$ cat src/rtl/bp_fe_queue_buffer_pkg.sv
// Shared constants for the FE-side instruction queue buffer.
package bp_fe_queue_buffer_pkg;

    localparam int fe_queue_width_gp = 32;
    localparam int fe_queue_els_gp   = 8;

    function automatic bit is_pow2(input int n);
        return (n > 0) && ((n & (n - 1)) == 0);
    endfunction

endpackage

$ cat src/rtl/bp_fe_queue_buffer_if.sv
// FE packet input plus BE issue/commit/replay controls of the queue buffer.
interface bp_fe_queue_buffer_if #(parameter int width_p = 32);

    logic [width_p-1:0] fe_queue_i;
    logic               fe_queue_v_i;
    logic               fe_queue_ready_o;
    logic [width_p-1:0] fe_queue_o;
    logic               fe_queue_v_o;
    logic               fe_queue_yumi_i;
    logic               fe_queue_deq_i;
    logic               fe_queue_roll_i;
    logic               fe_queue_clr_i;
    logic               empty_o;

    modport master (
        output fe_queue_i, fe_queue_v_i, fe_queue_yumi_i, fe_queue_deq_i,
               fe_queue_roll_i, fe_queue_clr_i,
        input  fe_queue_ready_o, fe_queue_o, fe_queue_v_o, empty_o
    );

    modport slave (
        input  fe_queue_i, fe_queue_v_i, fe_queue_yumi_i, fe_queue_deq_i,
               fe_queue_roll_i, fe_queue_clr_i,
        output fe_queue_ready_o, fe_queue_o, fe_queue_v_o, empty_o
    );

endinterface

$ cat src/rtl/bp_fe_queue_buffer_mem.sv
// 1R1W storage array: synchronous write, asynchronous read, contents not reset.
module bp_fe_queue_buffer_mem #(
    parameter int width_p       = 32,
    parameter int els_p         = 8,
    parameter int addr_width_lp = $clog2(els_p)
) (
    input  logic                     clk_i,
    input  logic                     w_v_i,
    input  logic [addr_width_lp-1:0] w_addr_i,
    input  logic [width_p-1:0]       w_data_i,
    input  logic [addr_width_lp-1:0] r_addr_i,
    output logic [width_p-1:0]       r_data_o
);

    logic [width_p-1:0] mem_q [els_p];

    always_ff @(posedge clk_i) begin
        if (w_v_i) mem_q[w_addr_i] <= w_data_i;
    end

    assign r_data_o = mem_q[r_addr_i];

endmodule

$ cat src/rtl/bp_fe_queue_buffer.sv
// FE instruction queue with speculative issue pointer and commit pointer so the
// BE can replay issued-but-uncommitted packets, or clear everything on redirect.
module bp_fe_queue_buffer
    import bp_fe_queue_buffer_pkg::*;
#(
    parameter int fe_queue_width_p = fe_queue_width_gp,
    parameter int els_p            = fe_queue_els_gp
) (
    input  logic                  clk_i,
    input  logic                  reset_n_i,
    bp_fe_queue_buffer_if.slave   q_if
);

    localparam int lg_els_lp    = $clog2(els_p);
    localparam int ptr_width_lp = lg_els_lp + 1;
    localparam logic [ptr_width_lp-1:0] ptr_one_lp = ptr_width_lp'(1);
    localparam logic [ptr_width_lp-1:0] ptr_els_lp = ptr_width_lp'(els_p);

    if (!is_pow2(els_p) || els_p < 2) begin : g_bad_els
        $error("bp_fe_queue_buffer: els_p must be a power of 2 and at least 2");
    end

    logic [ptr_width_lp-1:0] wptr_q, wptr_d;
    logic [ptr_width_lp-1:0] rptr_q, rptr_d;
    logic [ptr_width_lp-1:0] cptr_q, cptr_d;
    logic [ptr_width_lp-1:0] cptr_n;
    logic full, enq, deq, yumi;

    // Flags come only from registered pointers; no input feeds ready/v.
    assign full = (wptr_q[ptr_width_lp-1] != cptr_q[ptr_width_lp-1])
               && (wptr_q[lg_els_lp-1:0] == cptr_q[lg_els_lp-1:0]);

    assign q_if.fe_queue_ready_o = ~full;
    assign q_if.fe_queue_v_o     = (rptr_q != wptr_q);
    assign q_if.empty_o          = (cptr_q == wptr_q);

    assign enq  = q_if.fe_queue_v_i & ~full;
    assign deq  = q_if.fe_queue_deq_i & ~q_if.fe_queue_clr_i;
    assign yumi = q_if.fe_queue_yumi_i & ~q_if.fe_queue_clr_i & ~q_if.fe_queue_roll_i;

    always_comb begin
        wptr_d = enq ? wptr_q + ptr_one_lp : wptr_q;
        cptr_n = deq ? cptr_q + ptr_one_lp : cptr_q;
        cptr_d = cptr_n;
        rptr_d = yumi ? rptr_q + ptr_one_lp : rptr_q;
        if (q_if.fe_queue_clr_i) begin
            // A same-cycle enqueue still advances wptr but lands outside the contents.
            rptr_d = wptr_d;
            cptr_d = wptr_d;
        end else if (q_if.fe_queue_roll_i) begin
            rptr_d = cptr_n;
        end
    end

    always_ff @(posedge clk_i) begin
        if (!reset_n_i) begin
            wptr_q <= '0;
            rptr_q <= '0;
            cptr_q <= '0;
        end else begin
            wptr_q <= wptr_d;
            rptr_q <= rptr_d;
            cptr_q <= cptr_d;
        end
    end

    bp_fe_queue_buffer_mem #(
        .width_p (fe_queue_width_p),
        .els_p   (els_p)
    ) mem (
        .clk_i    (clk_i),
        .w_v_i    (enq),
        .w_addr_i (wptr_q[lg_els_lp-1:0]),
        .w_data_i (q_if.fe_queue_i),
        .r_addr_i (rptr_q[lg_els_lp-1:0]),
        .r_data_o (q_if.fe_queue_o)
    );

    a_yumi_legal: assert property (@(posedge clk_i) disable iff (!reset_n_i)
        yumi |-> q_if.fe_queue_v_o)
        else $error("bp_fe_queue_buffer: yumi with no unissued packet");

    a_deq_legal: assert property (@(posedge clk_i) disable iff (!reset_n_i)
        deq |-> (cptr_q != rptr_q))
        else $error("bp_fe_queue_buffer: deq of an unissued packet");

    a_occupancy: assert property (@(posedge clk_i) disable iff (!reset_n_i)
        ((wptr_q - cptr_q) <= ptr_els_lp) && ((wptr_q - rptr_q) <= (wptr_q - cptr_q)))
        else $error("bp_fe_queue_buffer: pointer ordering violated");

endmodule

$ cat src/flat_wrapper.sv
// flat-port wrapper written by rule: the top's interface ports become plain ports
module bp_fe_queue_buffer_flat import bp_fe_queue_buffer_pkg::*;
#(
    parameter int fe_queue_width_p = fe_queue_width_gp,
    parameter int els_p            = fe_queue_els_gp
)
  (clk_i, reset_n_i, q_if_fe_queue_i, q_if_fe_queue_v_i, q_if_fe_queue_yumi_i, q_if_fe_queue_deq_i, q_if_fe_queue_roll_i, q_if_fe_queue_clr_i, q_if_fe_queue_ready_o, q_if_fe_queue_o, q_if_fe_queue_v_o, q_if_empty_o);
  bp_fe_queue_buffer_if #(.width_p((32))) q_if_i ();
  input  logic clk_i;
  input  logic reset_n_i;
  input wire logic [$bits(q_if_i.fe_queue_i)-1:0] q_if_fe_queue_i;
  input wire logic [$bits(q_if_i.fe_queue_v_i)-1:0] q_if_fe_queue_v_i;
  input wire logic [$bits(q_if_i.fe_queue_yumi_i)-1:0] q_if_fe_queue_yumi_i;
  input wire logic [$bits(q_if_i.fe_queue_deq_i)-1:0] q_if_fe_queue_deq_i;
  input wire logic [$bits(q_if_i.fe_queue_roll_i)-1:0] q_if_fe_queue_roll_i;
  input wire logic [$bits(q_if_i.fe_queue_clr_i)-1:0] q_if_fe_queue_clr_i;
  output wire logic [$bits(q_if_i.fe_queue_ready_o)-1:0] q_if_fe_queue_ready_o;
  output wire logic [$bits(q_if_i.fe_queue_o)-1:0] q_if_fe_queue_o;
  output wire logic [$bits(q_if_i.fe_queue_v_o)-1:0] q_if_fe_queue_v_o;
  output wire logic [$bits(q_if_i.empty_o)-1:0] q_if_empty_o;
  assign q_if_i.fe_queue_i = q_if_fe_queue_i;
  assign q_if_i.fe_queue_v_i = q_if_fe_queue_v_i;
  assign q_if_i.fe_queue_yumi_i = q_if_fe_queue_yumi_i;
  assign q_if_i.fe_queue_deq_i = q_if_fe_queue_deq_i;
  assign q_if_i.fe_queue_roll_i = q_if_fe_queue_roll_i;
  assign q_if_i.fe_queue_clr_i = q_if_fe_queue_clr_i;
  assign q_if_fe_queue_ready_o = q_if_i.fe_queue_ready_o;
  assign q_if_fe_queue_o = q_if_i.fe_queue_o;
  assign q_if_fe_queue_v_o = q_if_i.fe_queue_v_o;
  assign q_if_empty_o = q_if_i.empty_o;
  bp_fe_queue_buffer #(.fe_queue_width_p(fe_queue_width_p), .els_p(els_p)) u_core (.clk_i(clk_i), .reset_n_i(reset_n_i), .q_if(q_if_i));
endmodule
$ cat config.mk
export PLATFORM = sky130hd
export DESIGN_NAME = bp_fe_queue_buffer_flat
export DESIGN_NICKNAME = d
export VERILOG_FILES = /design/src/rtl/bp_fe_queue_buffer_pkg.sv /design/src/rtl/bp_fe_queue_buffer_if.sv /design/src/rtl/bp_fe_queue_buffer_mem.sv /design/src/rtl/bp_fe_queue_buffer.sv /design/src/flat_wrapper.sv
export SDC_FILE = /design/constraint.sdc
export NUM_CORES = 1
export LEC_CHECK = 0
export ABC_AREA = 1
export CAP_MARGIN = 20
export CORE_ASPECT_RATIO = 0.5
export CORE_MARGIN = 8
export CORE_UTILIZATION = 36
export DETAILED_ROUTE_END_ITERATION = 6
export SETUP_SLACK_MARGIN = 0.3
export SLEW_MARGIN = 30
export SYNTH_ARGS = -nofsm -noshare
export SYNTH_HDL_FRONTEND = slang
export SYNTH_SLANG_ARGS = --single-unit
$ cat constraint.sdc
create_clock -name clk_i -period 5.1 [get_ports clk_i]
set_clock_uncertainty 0.2 [all_clocks]
set_input_delay 0.765 -clock clk_i [delete_from_list [all_inputs] [get_ports clk_i]]
set_output_delay 0.765 -clock clk_i [all_outputs]
set_load 0.005 [all_outputs]
==> results by stage, run 1 <==
Timing:
- The worst slew slack as a fraction of its limit is 39.2%.
- At the pin with the least slew margin, the transition time is 0.910 ns.
- The hold violation total from the final report is 0.
- In the final timing run, aggregate negative setup slack is 0 ns.
- Dividing the final minimum period by the clock period gives 81.1%.
- On the final layout, the worst hold slack is 0.416 ns.
- Counting I/O delays and the setup requirement, the final critical path takes 4.14 ns.
- The final number of max-transition violations is 0.
- The fmax is 242 MHz.
- Setup violations remaining at the end of the flow were counted as 0.
- Setup repair after global routing left no endpoint under its margin.

Clock network:
- The number of buffers on the longest clock path is 3.
- The clock reaches the later pin of the worst-skew pair after 0.52 ns.
- Counting the buffers created by CTS gives 25.
- Clock tree synthesis found a total of 271 sinks.
- The cell sitting at the root of the clock tree is a sky130_fd_sc_hd__clkbuf_16.
- The clock transition time at the flip-flop clock pins of the worst setup and hold paths is 0.07 ns.
- In this run, post-CTS repair resized a total of 0 instances.
- The count of hold-fix buffers inserted at cts is 0.
- CTS built an H-tree with a depth of 1.
- Once the clock tree was built, the setup fixing pass inserted 0 buffers.
- TritonCTS built the clock tree.

Power and ir drop:
- The sequential power share is 51.3%.
- The clock network power share is 37.5%.
- The net switching power figure is 0.00117 W.
- The power density of the placed cells is 389 nW/um2.
- The internal portion of the total power is 0.00380 W.
- The total power is 0.00496 W.
- The leakage power figure is 4.29 nW.
- Across the VDD grid, the largest voltage drop is 0.263 mV.
- The fraction of power spent switching nets is 23.5%.
- Combinational logic is responsible for 11.2% of the overall power.

Placement:
- After detailed placement, the design holds a cell count of 1292.
- Routability-driven placement finished with a final weighted congestion of 0.796.
- Summed over all nets, the half-perimeter wirelength after detailed placement is 13800 um.
- During placement, the flow inserted port buffers numbering 73.

Route:
- The number of iterations in the first detailed-routing pass is 5.
- After detailed routing, the average wire length per cell comes to 18.3 um.
- After detailed routing, the number of vias per cell comes to 4.98.
- The routed layout has 6653 vias.
- The post-detailed-route count of antenna-violating nets is 0.
- The sum of routed wire length over all layers is 24500 um.
- In the routed design, unresolved DRC markers number 0.
- In this run, the number of DRC markers left after iteration 0 of detailed routing was 630.

Floorplanning:
- The x dimension of the die is 261 um.
- The floorplan die height is 139 um.
- The total die area is 36200 um2.
- For this design the top-level I/O count stands at 74.
- The floorplan has 45 rows.
- The effective utilization at floorplan is 36.1%.
- The core box area is 30000 um2.

Critical path:
- The element type at the critical path start is a register.
- The logic depth of the worst path, buffers included is 6.
- In this run the critical register-to-register path is launched from u_core.wptr_q[1].
- The longest individual stage delay on the worst path is 0.73 ns.
- The standard cell with the maximum stage delay on the critical path is sky130_fd_sc_hd__buf_4.
- Together, buffers and inverters on the worst path number 2.
- The worst register-to-register path ends at u_core.mem.mem_q[6][18].
- Of all nets on the critical path, the largest fanout is 80.
- At the worst endpoint, the required time is 4.14 ns.
- The signal on the critical path passes through buf_4, nor2_1, o32ai_1, nand2_1, nand2_1, clkdlybuf4s50_1.
- By startpoint and endpoint, the worst setup path is classified as reg -> out.
- Data on the critical path arrives at its endpoint at 3.17 ns.
- The kind of capture point of the worst setup path is an output port.
- The register-to-register setup slack is 2.30 ns.
- The count of cells along the worst register-to-register path is 7.
- On the critical path the largest part of the delay comes from buffers and inverters.
- The most common cell type on the critical path is sky130_fd_sc_hd__nand2_1.
- The termination of the worst setup path is q_if_fe_queue_o[13].

Global route:
- The first global-routing pass estimated 38300 um of wire.
- The busiest metal layer after global routing is met1.
- The initial antenna violation count is 1.
- Global routing used 13.4% of the available tracks across all layers.
- The number of global-route vias before repair is 6437.
- The met3 usage in global routing is 3.07%.
- The total overflow left after global routing is 0.
- In the global route stage, met1 resource usage came out at 20.2%.
- The met2 capacity usage during global routing is 19.5%.
- The largest net degree at the start of global routing is 82.

Layout:
- The net count of the finished layout is 962.
- For this run, the share of the core covered by cells in the final layout is 42.6%.
- The fraction of layout cells with a size suffix above 1 is 7.57%.
- The number of antenna diodes in the final layout is 0.
- The filler-free cell count of the finished design is 1337.
- The total of fill cells in the finished design is 2724.
- The area growth from synthesis to layout is 18.0%.

Synth:
- For this run, the leading register cell type out of synthesis is sky130_fd_sc_hd__edfxtp_1.
- The share of synthesized area occupied by flip-flops and latches is 73.8%.
- In this run, distinct cell masters in the synthesized netlist total 29.
- The number of warnings printed during yosys synthesis is 0.
- Synthesis produced a netlist with a net count of 900.
- The proportion of synthesized flip-flops having asynchronous set or reset is 0%.
- The mapped netlist covers 10800 um2.
- In this run, synthesis inferred 256 flip-flops with an integrated enable.
- The post-synthesis cell count is 858.
- Counting flops and latches in the post-synthesis netlist gives 271.
- The mean area per synthesized cell is 12.6 um2.

Run:
- The reported max-cap violation count is 0.

Hold path:
- The kind of path behind the tightest hold check is reg -> reg.

Run status:
- The run finished with clean final reports.
-- power by group through the flow --
stage	Sequential (W)	Clock [W]	Combinational, W
after detailed placement	0.00259	0	0.000565
after global placement	0.00259	0	0.000564
after floorplan	0.00256	0	0.000320
after CTS	0.00255	0.00191	0.000569
after global routing	0.00255	0.00200	0.000624
final	0.00255	0.00186	0.000558
-- layer usage --
layer | up-vias | part of all wire [%]
li1 | 3223 | -
met1 | 3196 | 49
met2 | 196 | 43
met3 | 36 | 6.3
met4 | 2 | 1.7
met5 | - | 0.053
-- worst reg2reg max path: stages, from the launching register on --
cell and delay (ns):
sky130_fd_sc_hd__dfxtp_1 0.48, sky130_fd_sc_hd__inv_2 0.10, sky130_fd_sc_hd__nand2_1 0.07, sky130_fd_sc_hd__nand2_1 0.09, sky130_fd_sc_hd__nand4_4 0.16, sky130_fd_sc_hd__nand3_1 0.33
sky130_fd_sc_hd__nor2_4 0.62, sky130_fd_sc_hd__buf_4 0.41
-- cells in the mapped netlist, types with 3 or more instances --
master,count,share of area (%)
sky130_fd_sc_hd__edfxtp_1,256,71
sky130_fd_sc_hd__nor2_1,208,7.2
sky130_fd_sc_hd__clkbuf_1,22,0.76
sky130_fd_sc_hd__o32ai_1,64,5.2
sky130_fd_sc_hd__inv_2,5,0.17
sky130_fd_sc_hd__nand2_1,132,4.6
sky130_fd_sc_hd__xnor2_1,4,0.32
sky130_fd_sc_hd__inv_1,14,0.49
sky130_fd_sc_hd__buf_4,11,0.76
sky130_fd_sc_hd__dfxtp_1,15,2.8
sky130_fd_sc_hd__ha_1,3,0.35
sky130_fd_sc_hd__a21oi_1,10,0.46
sky130_fd_sc_hd__nand3_1,13,0.60
sky130_fd_sc_hd__o21ai_0,70,3.2
sky130_fd_sc_hd__buf_1,3,0.10
sky130_fd_sc_hd__buf_2,13,0.60
-- layout by cell type, fill, tap and decap left out, types with 13 or more instances in the layout --
cell                              instances
sky130_fd_sc_hd__nand2_1                132
sky130_fd_sc_hd__nand3_1                 13
sky130_fd_sc_hd__edfxtp_1               256
sky130_fd_sc_hd__clkbuf_16               25
sky130_fd_sc_hd__inv_1                   13
sky130_fd_sc_hd__dfxtp_1                 13
sky130_fd_sc_hd__o21ai_0                 70
sky130_fd_sc_hd__nor2_1                 201
sky130_fd_sc_hd__clkdlybuf4s50_1         73
sky130_fd_sc_hd__o32ai_1                 64
-- stage by stage --
| stage | setup slack [ns] | area (um2) |
|---|---|---|
| 2_1_floorplan | 2.21 | 10800 |
| 3_3_place_gp | 1.53 | 12000 |
| 3_5_place_dp | 1.52 | 12000 |
| 4_1_cts | 0.945 | 12800 |
| 5_1_grt | 0.744 | 12800 |
| 6_report | 0.962 | 12800 |
-- worst min-delay path by stage --
| stage | from | to | slack, ns | cells past startpoint |
|---|---|---|---|---|
| 5_1_grt | u_core.rptr_q[3] | u_core.rptr_q[3] | 0.43 | 2 |
| 6_report | u_core.rptr_q[3] | u_core.rptr_q[3] | 0.42 | 2 |
| 3_3_place_gp | u_core.rptr_q[3] | u_core.rptr_q[3] | 0.38 | 2 |
| 4_1_cts | u_core.rptr_q[3] | u_core.rptr_q[3] | 0.40 | 2 |
| 3_5_place_dp | u_core.rptr_q[3] | u_core.rptr_q[3] | 0.39 | 2 |
| 2_1_floorplan | u_core.rptr_q[3] | u_core.rptr_q[3] | 0.35 | 2 |
-- cell families after synthesis --
family          share of synthesized area [%]
flops                                    73.8
xor+xnor                                0.555
fa+ha+maj                               0.347
simple gates                             13.0
compound gates                           9.11
buf+inv                                  3.10
-- state kept, by name, summed over array words and instances, names as in the netlist, named ones only --
signal            cells
u_core.rptr_q         4
u_core.cptr_q         4
u_core.wptr_q         4
u_core.mem.mem_q    256
-- layout make-up --
cell class	count	area [um2]	area share, %
sequential	271	8000	62.6
multi-input combinational	517	2550	20.0
timing repair buffer	86	853	6.68
clock buffer	30	644	5.05
tap	399	499	3.91
clock inverter	15	155	1.22
inverter	19	73.8	0.578
No activity file was read; power rests on OpenSTA's default activity.
==> run 2, diff against run 1 <==
Clock period 5.1 ns to 3.53 ns, I/O delays scaled along.
==> run 2 against run 1 <==
  * Final cell count rose by 1.3%
  * Clock power increased by 67%
  * Core utilization is 1.6 points higher
  * Global-route usage rose by 1.1 points
  * Via count is 4.6% higher
  * Critical endpoint is now q_if_fe_queue_o[28]
  * Largest cell class unchanged
==> results by stage, run 2 (synthesized netlist as in run 1, its figures left out) <==
Hold path:
- The kind of path behind the tightest hold check is reg -> reg (unchanged).

Global route:
- The met2 capacity usage during global routing is 20.7% (was 19.5%).
- The total global routing overflow was 0 (unchanged).
- The number of global-route vias before repair is 6666 (was 6437).
- The global-route wire length before repair is 40900 um (was 38300 um).
- The busiest metal layer after global routing is met1 (unchanged).
- The met3 usage in global routing was 2.98% (was 3.07%).
- The largest net degree at the start of global routing is 42 (was 82).
- The total track usage is 14.5% (was 13.4%).
- The initial antenna violation count is 0 (was 1).
- The met1 track demand over resource was 22.6% (was 20.2%).

Layout:
- The register with the most flip-flops is u_core.mem.mem_q (unchanged).
- The total of fill cells in the finished design is 2693 (was 2724).
- Leading cell types in the layout, fill and taps excluded: sky130_fd_sc_hd__edfxtp_1, sky130_fd_sc_hd__nor2_1, sky130_fd_sc_hd__nand2_1 (unchanged).
- The filler-free cell count of the finished design is 1354 (was 1337).
- The fraction of layout cells with a size suffix above 1 came to 9.32% (was 7.57%).
- The most common cell after layout, fill and taps aside is sky130_fd_sc_hd__edfxtp_1 (unchanged).
- The post-synthesis to final-layout area growth came to 22.4% (was 18.0%).
- The total area of multi-input combinational cells is 2550 um2 (unchanged).
- The antenna cell count was 0 (unchanged).
- The flip-flop count of the largest register after layout is 256 (unchanged).
- The footprint of the flip-flops and latches was 8000 um2 (unchanged).
- The net count reported at finish came to 979 (was 962).

Power and ir drop:
- The power density of the placed cells is 583 nW/um2 (was 389 nW/um2).
- The leakage power figure is 4.51 nW (was 4.29 nW).
- The worst ir drop on vdd was 0.375 mV (was 0.263 mV).

Critical path:
- The worst-path maximum fanout is 37 (was 80).
- The most common cell type on the critical path is sky130_fd_sc_hd__nand2_1 (unchanged).
- The data arrival time of the critical path was 2.44 ns (was 3.17 ns).
- The required time of the worst setup path is 2.80 ns (was 4.14 ns).
- Cell chain of the critical path: clkinv_16, buf_12, nor2_1, o32ai_1, nand2_1, nand2_1, clkdlybuf4s50_1 (was buf_4, nor2_1, o32ai_1, nand2_1, nand2_1, clkdlybuf4s50_1).
- The standard cell with the maximum stage delay on the critical path is sky130_fd_sc_hd__clkdlybuf4s50_1 (was sky130_fd_sc_hd__buf_4).
- The start-to-end type of the worst setup path is reg -> out (unchanged).
- The kind of capture point of the worst setup path is an output port (unchanged).
- The gate family responsible for the most delay along the worst path was buffers and inverters (unchanged).
- The element type at the critical path start is a register (unchanged).
- The longest individual stage delay on the worst path came to 0.54 ns (was 0.73 ns).
- The count of buffer and inverter cells on the critical path came to 3 (was 2).

Route:
- The remaining routing DRC violations is 0 (unchanged).
- The number of iterations in the first detailed-routing pass is 5 (unchanged).
- The iteration-0 DRC count of the detailed router is 631 (was 630).
- The overall via count from detail_route is 6958 (was 6653).
- The sum of routed wire length over all layers is 27100 um (was 24500 um).
- The post-detailed-route via-to-cell ratio is 5.14 (was 4.98).
- The per-cell routed wire length was 20.0 um (was 18.3 um).
- The post-detailed-route count of antenna-violating nets is 0 (unchanged).

Clock network:
- The clock transition time at the flip-flop clock pins of the worst setup and hold paths is 0.07 ns (about the same).
- The clock latency reported for the late side of the worst-skew pair came to 0.53 ns (was 0.52 ns).
- The count of hold-fix buffers inserted at cts is 0 (unchanged).
- The cell at the root of the clock tree was sky130_fd_sc_hd__clkbuf_16 (unchanged).
- The number of H-tree branching levels came to 1 (unchanged).
- The clock tree from TritonCTS was yes (unchanged).
- The number of clock buffers inserted by TritonCTS came to 25 (unchanged).
- The number of sinks handled by clock tree synthesis is 271 (unchanged).
- The number of buffers on the longest clock path is 3 (unchanged).

Timing:
- Setup repair after global routing missed its margin: true (was false).
- The transition time at the pin with the least slew margin came to 0.600 ns (was 0.910 ns).
- The final-layout setup total negative slack is 0 ns (unchanged).
- The number of endpoints failing setup at the final stage is 0 (unchanged).
- The worst slew slack as a fraction of its limit is 60.0% (was 39.2%).
- For the finished layout, the period the worst path requires is 3.17 ns.
- The hold violation total from the final report was 0 (unchanged).
- The share of the cycle needed by the critical path after routing is 89.7%.
- The worst hold slack after final layout is 0.423 ns (was 0.416 ns).
- The final number of max-transition violations is 0 (unchanged).
- The fmax is 316 MHz.

Run:
- The reported max-cap violation count came to 0 (unchanged).

Floorplanning:
- The I/O pin count is 74 (unchanged).
- The core box area is 30000 um2 (unchanged).
- The effective utilization at floorplan is 36.1% (unchanged).
- The total die area is 36200 um2 (unchanged).
- The floorplan die height was 139 um (unchanged).
- The x dimension of the die is 261 um (unchanged).
- The placement row count came to 45 (unchanged).

Run status:
- Run status: completed (unchanged).

Placement:
- The instance count after placement with tap cells included is 1301 (was 1292).
- The number of input and output port buffers inserted is 73 (unchanged).
- The final weighted congestion of routability-driven global placement is 0.823 (was 0.796).
- The HPWL reported at the end of detailed placement is 14600 um (was 13800 um).
run 2: cell types whose count changed in the layout (fill, tap and decap cells not counted), sizes merged:
cell	change
clkinv	-3
buf	+16
clkbuf	+1
bufinv	+5
inv	-2
run 2: worst paths after layout:
check	end	from	slack [ns]	depth (start not counted)
worst max register to register	u_core.mem.mem_q[2][15]	u_core.wptr_q[0]	1.02	7
worst min register to register	u_core.rptr_q[3]	u_core.rptr_q[3]	0.42	2
worst min-delay path	u_core.rptr_q[3]	u_core.rptr_q[3]	0.42	2
worst max-delay path	q_if_fe_queue_o[28]	register	0.36	7
run 2: stage by stage:
stage          util [%]  cell area, um2  power [W]  setup slack (ns)
5_1_grt            44.2           13200    0.00799             0.258
3_5_place_dp       40.4           12100    0.00460             0.547
3_3_place_gp       40.4           12100    0.00459             0.576
6_report           44.2           13200    0.00772             0.362
2_1_floorplan         -           10800    0.00416             0.639
4_1_cts            43.9           13200    0.00775             0.315
run 2: area by class of cell:
class	count	share of cell area, %
tap	399	3.77
timing repair buffer	103	8.80
multi-input combinational	517	19.2
clock inverter	15	2.08
inverter	19	0.737
sequential	271	60.4
clock buffer	30	5.02
run 2: worst min-delay path, cell delays in order, from the launching register on:
cell and delay (ns):
sky130_fd_sc_hd__dfxtp_1 0.36, sky130_fd_sc_hd__o21ai_0 0.17, sky130_fd_sc_hd__a21oi_1 0.05
run 2: power by group:
group          internal, W  switching, W  total (W)
sequential         0.00360     0.0000477    0.00365
clock              0.00192       0.00119    0.00311
combinational     0.000420      0.000533   0.000953
total              0.00595       0.00177    0.00772
run 2: layer usage:
layer / share of wire [%] / wire length (um)
met1: 50 / 13500
met2: 43 / 11500
met3: 6.4 / 1730
met4: 1.3 / 348
met5: 0 / 0
run 2: timing repair:
action,4_1_cts,5_1_grt
cloned,1,1
endpoints found under the setup margin,32,18
gates resized for setup,5,8
buffers inserted,4,2
==> run 3, diff against run 2 <==
Settings changed: ABC_AREA 1 to not set.
==> run 3 against run 2 <==
  * Clock power decreased by 13%
  * Clock-buffer cell count increased by 8
  * Register-to-register slack got worse by 0.13 ns
  * Synthesized cell count decreased by 45%
  * Sequential cell count unchanged
==> results by stage, run 3 <==
Timing:
- Setup repair after global routing missed its margin: true (unchanged).
- The hold violation total from the final report came to 0 (unchanged).
- The final critical delay including setup and external delays is 3.19 ns (was 3.17 ns).
- The final-layout setup total negative slack is 0 ns (unchanged).
- The transition time at the pin with the least slew margin came to 0.609 ns (was 0.600 ns).
- The fmax came to 313 MHz (was 316 MHz).
- The worst slew slack as a fraction of its limit came to 59.4% (was 60.0%).
- The final number of max-transition violations came to 0 (unchanged).
- The number of endpoints failing setup at the final stage was 0 (unchanged).
- The share of the cycle needed by the critical path after routing was 90.4% (was 89.7%).

Synth:
- The number of warnings printed during yosys synthesis came to 0 (unchanged).
- Leading post-synthesis cells by instance count: sky130_fd_sc_hd__edfxtp_1, sky130_fd_sc_hd__mux4_2, sky130_fd_sc_hd__mux2_2, sky130_fd_sc_hd__dfxtp_1 (was sky130_fd_sc_hd__edfxtp_1, sky130_fd_sc_hd__nor2_1, sky130_fd_sc_hd__nand2_1, sky130_fd_sc_hd__o21ai_0, sky130_fd_sc_hd__o32ai_1).
- The simple-gate share of the synthesized area is 1.83% (was 13.0%).
- The synthesized-area fraction occupied by ao, oa, aoi and oai cells is 1.22% (was 9.11%).
- Largest cells by area after synthesis: sky130_fd_sc_hd__edfxtp_1, sky130_fd_sc_hd__mux4_2, sky130_fd_sc_hd__mux2_2 (was sky130_fd_sc_hd__edfxtp_1, sky130_fd_sc_hd__nor2_1, sky130_fd_sc_hd__o32ai_1).
- The post-synthesis sequential element count was 271 (unchanged).
- The total nets after synthesis came to 515 (was 900).
- The fraction of the mapped netlist area in adder cells is 0.359% (was 0.347%).
- The post-synthesis cell count is 473 (was 858).
- The share of the synthesized area in the top cell type is 73.5% (was 71.1%).
- The proportion of synthesized flip-flops having asynchronous set or reset is 0% (unchanged).
- The cell with the most instances after synthesis is sky130_fd_sc_hd__edfxtp_1 (unchanged).
- The synthesized-area fraction occupied by xor and xnor cells is 1.17% (was 0.555%).
- The share of synthesized area occupied by flip-flops and latches came to 76.3% (was 73.8%).
- The count of distinct cell types in the synthesized netlist was 34 (was 29).
- The largest family of logic cells by synthesized area is multiplexers (was simple AND/OR/NAND/NOR gates).
- The total standard cell area after synthesis is 10500 um2 (was 10800 um2).
- The biggest area consumer among synthesized cells is sky130_fd_sc_hd__edfxtp_1 (unchanged).
- The mux share of post-synthesis cell area is 17.9% (was 0%).
- The mean area per synthesized cell is 22.1 um2 (was 12.6 um2).
- The number of synthesized flops with an enable pin was 256 (unchanged).
- The prevailing post-synth register cell is sky130_fd_sc_hd__edfxtp_1 (unchanged).

Floorplanning:
- The placement row count came to 44 (was 45).
- The core box area is 28800 um2 (was 30000 um2).
- The floorplan die height is 137 um (was 139 um).
- The total die area is 35100 um2 (was 36200 um2).
- The effective utilization at floorplan is 36.3% (was 36.1%).
- The I/O pin count came to 74 (unchanged).
- The x dimension of the die was 257 um (was 261 um).

Layout:
- The antenna cell count is 0 (unchanged).
- The post-synthesis to final-layout area growth is 22.6% (was 22.4%).
- The total of fill cells in the finished design is 2406 (was 2693).
- The filler-free cell count of the finished design is 982 (was 1354).
- The flip-flop count of the largest register after layout was 256 (unchanged).
- The net count reported at finish is 614 (was 979).
- The register with the most flip-flops was u_core.mem.mem_q (unchanged).
- The footprint of the flip-flops and latches is 8000 um2 (about the same).
- The most common cell after layout, fill and taps aside is sky130_fd_sc_hd__edfxtp_1 (unchanged).
- The total area of multi-input combinational cells came to 2420 um2 (was 2550 um2).
- Leading cell types in the layout, fill and taps excluded: sky130_fd_sc_hd__edfxtp_1, sky130_fd_sc_hd__clkdlybuf4s50_1, sky130_fd_sc_hd__mux4_2 (was sky130_fd_sc_hd__edfxtp_1, sky130_fd_sc_hd__nor2_1, sky130_fd_sc_hd__nand2_1).
- The fraction of layout cells with a size suffix above 1 came to 28.1% (was 9.32%).

Clock network:
- The clock latency reported for the late side of the worst-skew pair is 0.52 ns (was 0.53 ns).
- The number of clock buffers inserted by TritonCTS is 27 (was 25).
- The number of H-tree branching levels is 1 (unchanged).
- The number of sinks handled by clock tree synthesis is 271 (unchanged).
- The number of buffers on the longest clock path came to 3 (unchanged).
- The clock transition time at the flip-flop clock pins of the worst setup and hold paths is 0.06 ns (was 0.07 ns).
- The cell at the root of the clock tree was sky130_fd_sc_hd__clkbuf_16 (unchanged).
- The count of hold-fix buffers inserted at cts is 0 (unchanged).
- The clock tree from TritonCTS is yes (unchanged).

Critical path:
- The element type at the critical path start is a register (unchanged).
- The kind of capture point of the worst setup path is an output port (unchanged).
- The data arrival time of the critical path is 2.46 ns (was 2.44 ns).
- The required time of the worst setup path is 2.80 ns (about the same).
- The start-to-end type of the worst setup path is reg -> out (unchanged).
- The worst-path maximum fanout was 15 (was 37).
- The count of cells along the worst register-to-register path is 5 (was 7).

Placement:
- The instance count after placement with tap cells included was 932 (was 1301).
- The HPWL reported at the end of detailed placement was 11700 um (was 14600 um).
- The final weighted congestion of routability-driven global placement is 0.714 (was 0.823).
- The number of input and output port buffers inserted is 73 (unchanged).

Power and ir drop:
- The worst ir drop on vdd is 0.319 mV (was 0.375 mV).
- The leakage power figure was 4.00 nW (was 4.51 nW).
- The power density of the placed cells is 557 nW/um2 (was 583 nW/um2).

Global route:
- The total track usage is 11.6% (was 14.5%).
- The initial antenna violation count is 0 (unchanged).
- The total global routing overflow came to 0 (unchanged).
- The global-route wire length before repair is 31400 um (was 40900 um).
- The largest net degree at the start of global routing is 34 (was 42).
- The number of global-route vias before repair came to 5163 (was 6666).

Run:
- The reported max-cap violation count is 0 (unchanged).

Route:
- The number of iterations in the first detailed-routing pass is 4 (was 5).
- The sum of routed wire length over all layers is 20600 um (was 27100 um).
- The remaining routing DRC violations is 0 (unchanged).
- The iteration-0 DRC count of the detailed router is 280 (was 631).
- The post-detailed-route count of antenna-violating nets is 0 (unchanged).
- The overall via count from detail_route was 4857 (was 6958).
- The post-detailed-route via-to-cell ratio is 4.95 (was 5.14).
- The per-cell routed wire length was 21.0 um (was 20.0 um).

Hold path:
- The kind of path behind the tightest hold check is reg -> reg (unchanged).
- The cell depth of the worst hold path was 2 (unchanged).

Run status:
- Run status: completed (unchanged).
==> run 3: cell types whose count changed after synthesis, sizes merged, moves of 33 or more <==
cell and delta:
mux2 +33, o21ai -67, mux4 +64, nor2 -198
nand2 -127, o32ai -64
==> run 3: power breakdown <==
part	switching, W	internal [W]	total, W
clock network	0.00111	0.00159	0.00270
logic	0.000325	0.000457	0.000781
registers	0.0000505	0.00361	0.00366
==> run 3: cell type report <==
class	count	share of cell area (%)
clock inverters	10	0.771
repair buffers	93	8.37
well taps	391	3.81
clock buffers	38	5.75
flip-flops and latches	271	62.3
inverters	3	0.0878
multi-input cells	176	18.9
==> run 3: final timing paths <==
kind / startpoint / end / slack [ns]
setup / recovery: register / q_if_fe_queue_o[7] / 0.34
hold / removal: u_core.wptr_q[3] / u_core.wptr_q[3] / 0.40
setup reg to reg: u_core.wptr_q[1] / u_core.mem.mem_q[3][30] / 0.89
hold reg to reg: u_core.wptr_q[3] / u_core.wptr_q[3] / 0.40
==> run 3: per-layer routing <==
metal | GRT usage, % | part of all wire (%)
met5 | 0 | 0
met4 | 2.97 | 1.8
met3 | 1.90 | 3.5
met2 | 20.3 | 51
met1 | 15.0 | 43
==> run 3: kinds of logic (layout without fill, tap and decap cells) <==
kind of cell               Yosys count  count (layout)
AOI/OAI and AO/OA                   18              18
buffers and inverters               26             144
adders and majority gates            3               3
xor gates and xnor gates            14              14
DFF                                271             271
muxes                              103             103
and+or+nand+nor                     38              38
==> run 3: per-stage QoR <==
stage / instance area [um2] / hold WS (ns) / utilization, % / power [W] / worst slack (ns)
2_1_floorplan: 10500 / 0.315 / - / 0.00412 / 0.273
3_3_place_gp: 11900 / 0.359 / 41.5 / 0.00451 / 0.617
3_5_place_dp: 11900 / 0.383 / 41.5 / 0.00452 / 0.630
4_1_cts: 12800 / 0.393 / 44.5 / 0.00723 / 0.302
5_1_grt: 12800 / 0.427 / 44.5 / 0.00741 / 0.251
6_report: 12800 / 0.396 / 44.5 / 0.00715 / 0.338
==> run 3: repair_timing <==
item,in CTS,in global routing
buffers inserted,1,0
gates resized for setup,1,0
endpoints found under the setup margin,27,15
gates cloned,0,1
==> run 3: critical path: stages, from the launching register on <==
cell                              delay (ns)
sky130_fd_sc_hd__dfxtp_4                0.45
sky130_fd_sc_hd__buf_12                 0.21
sky130_fd_sc_hd__mux4_2                 0.51
sky130_fd_sc_hd__mux2_2                 0.29
sky130_fd_sc_hd__clkdlybuf4s50_1        0.47
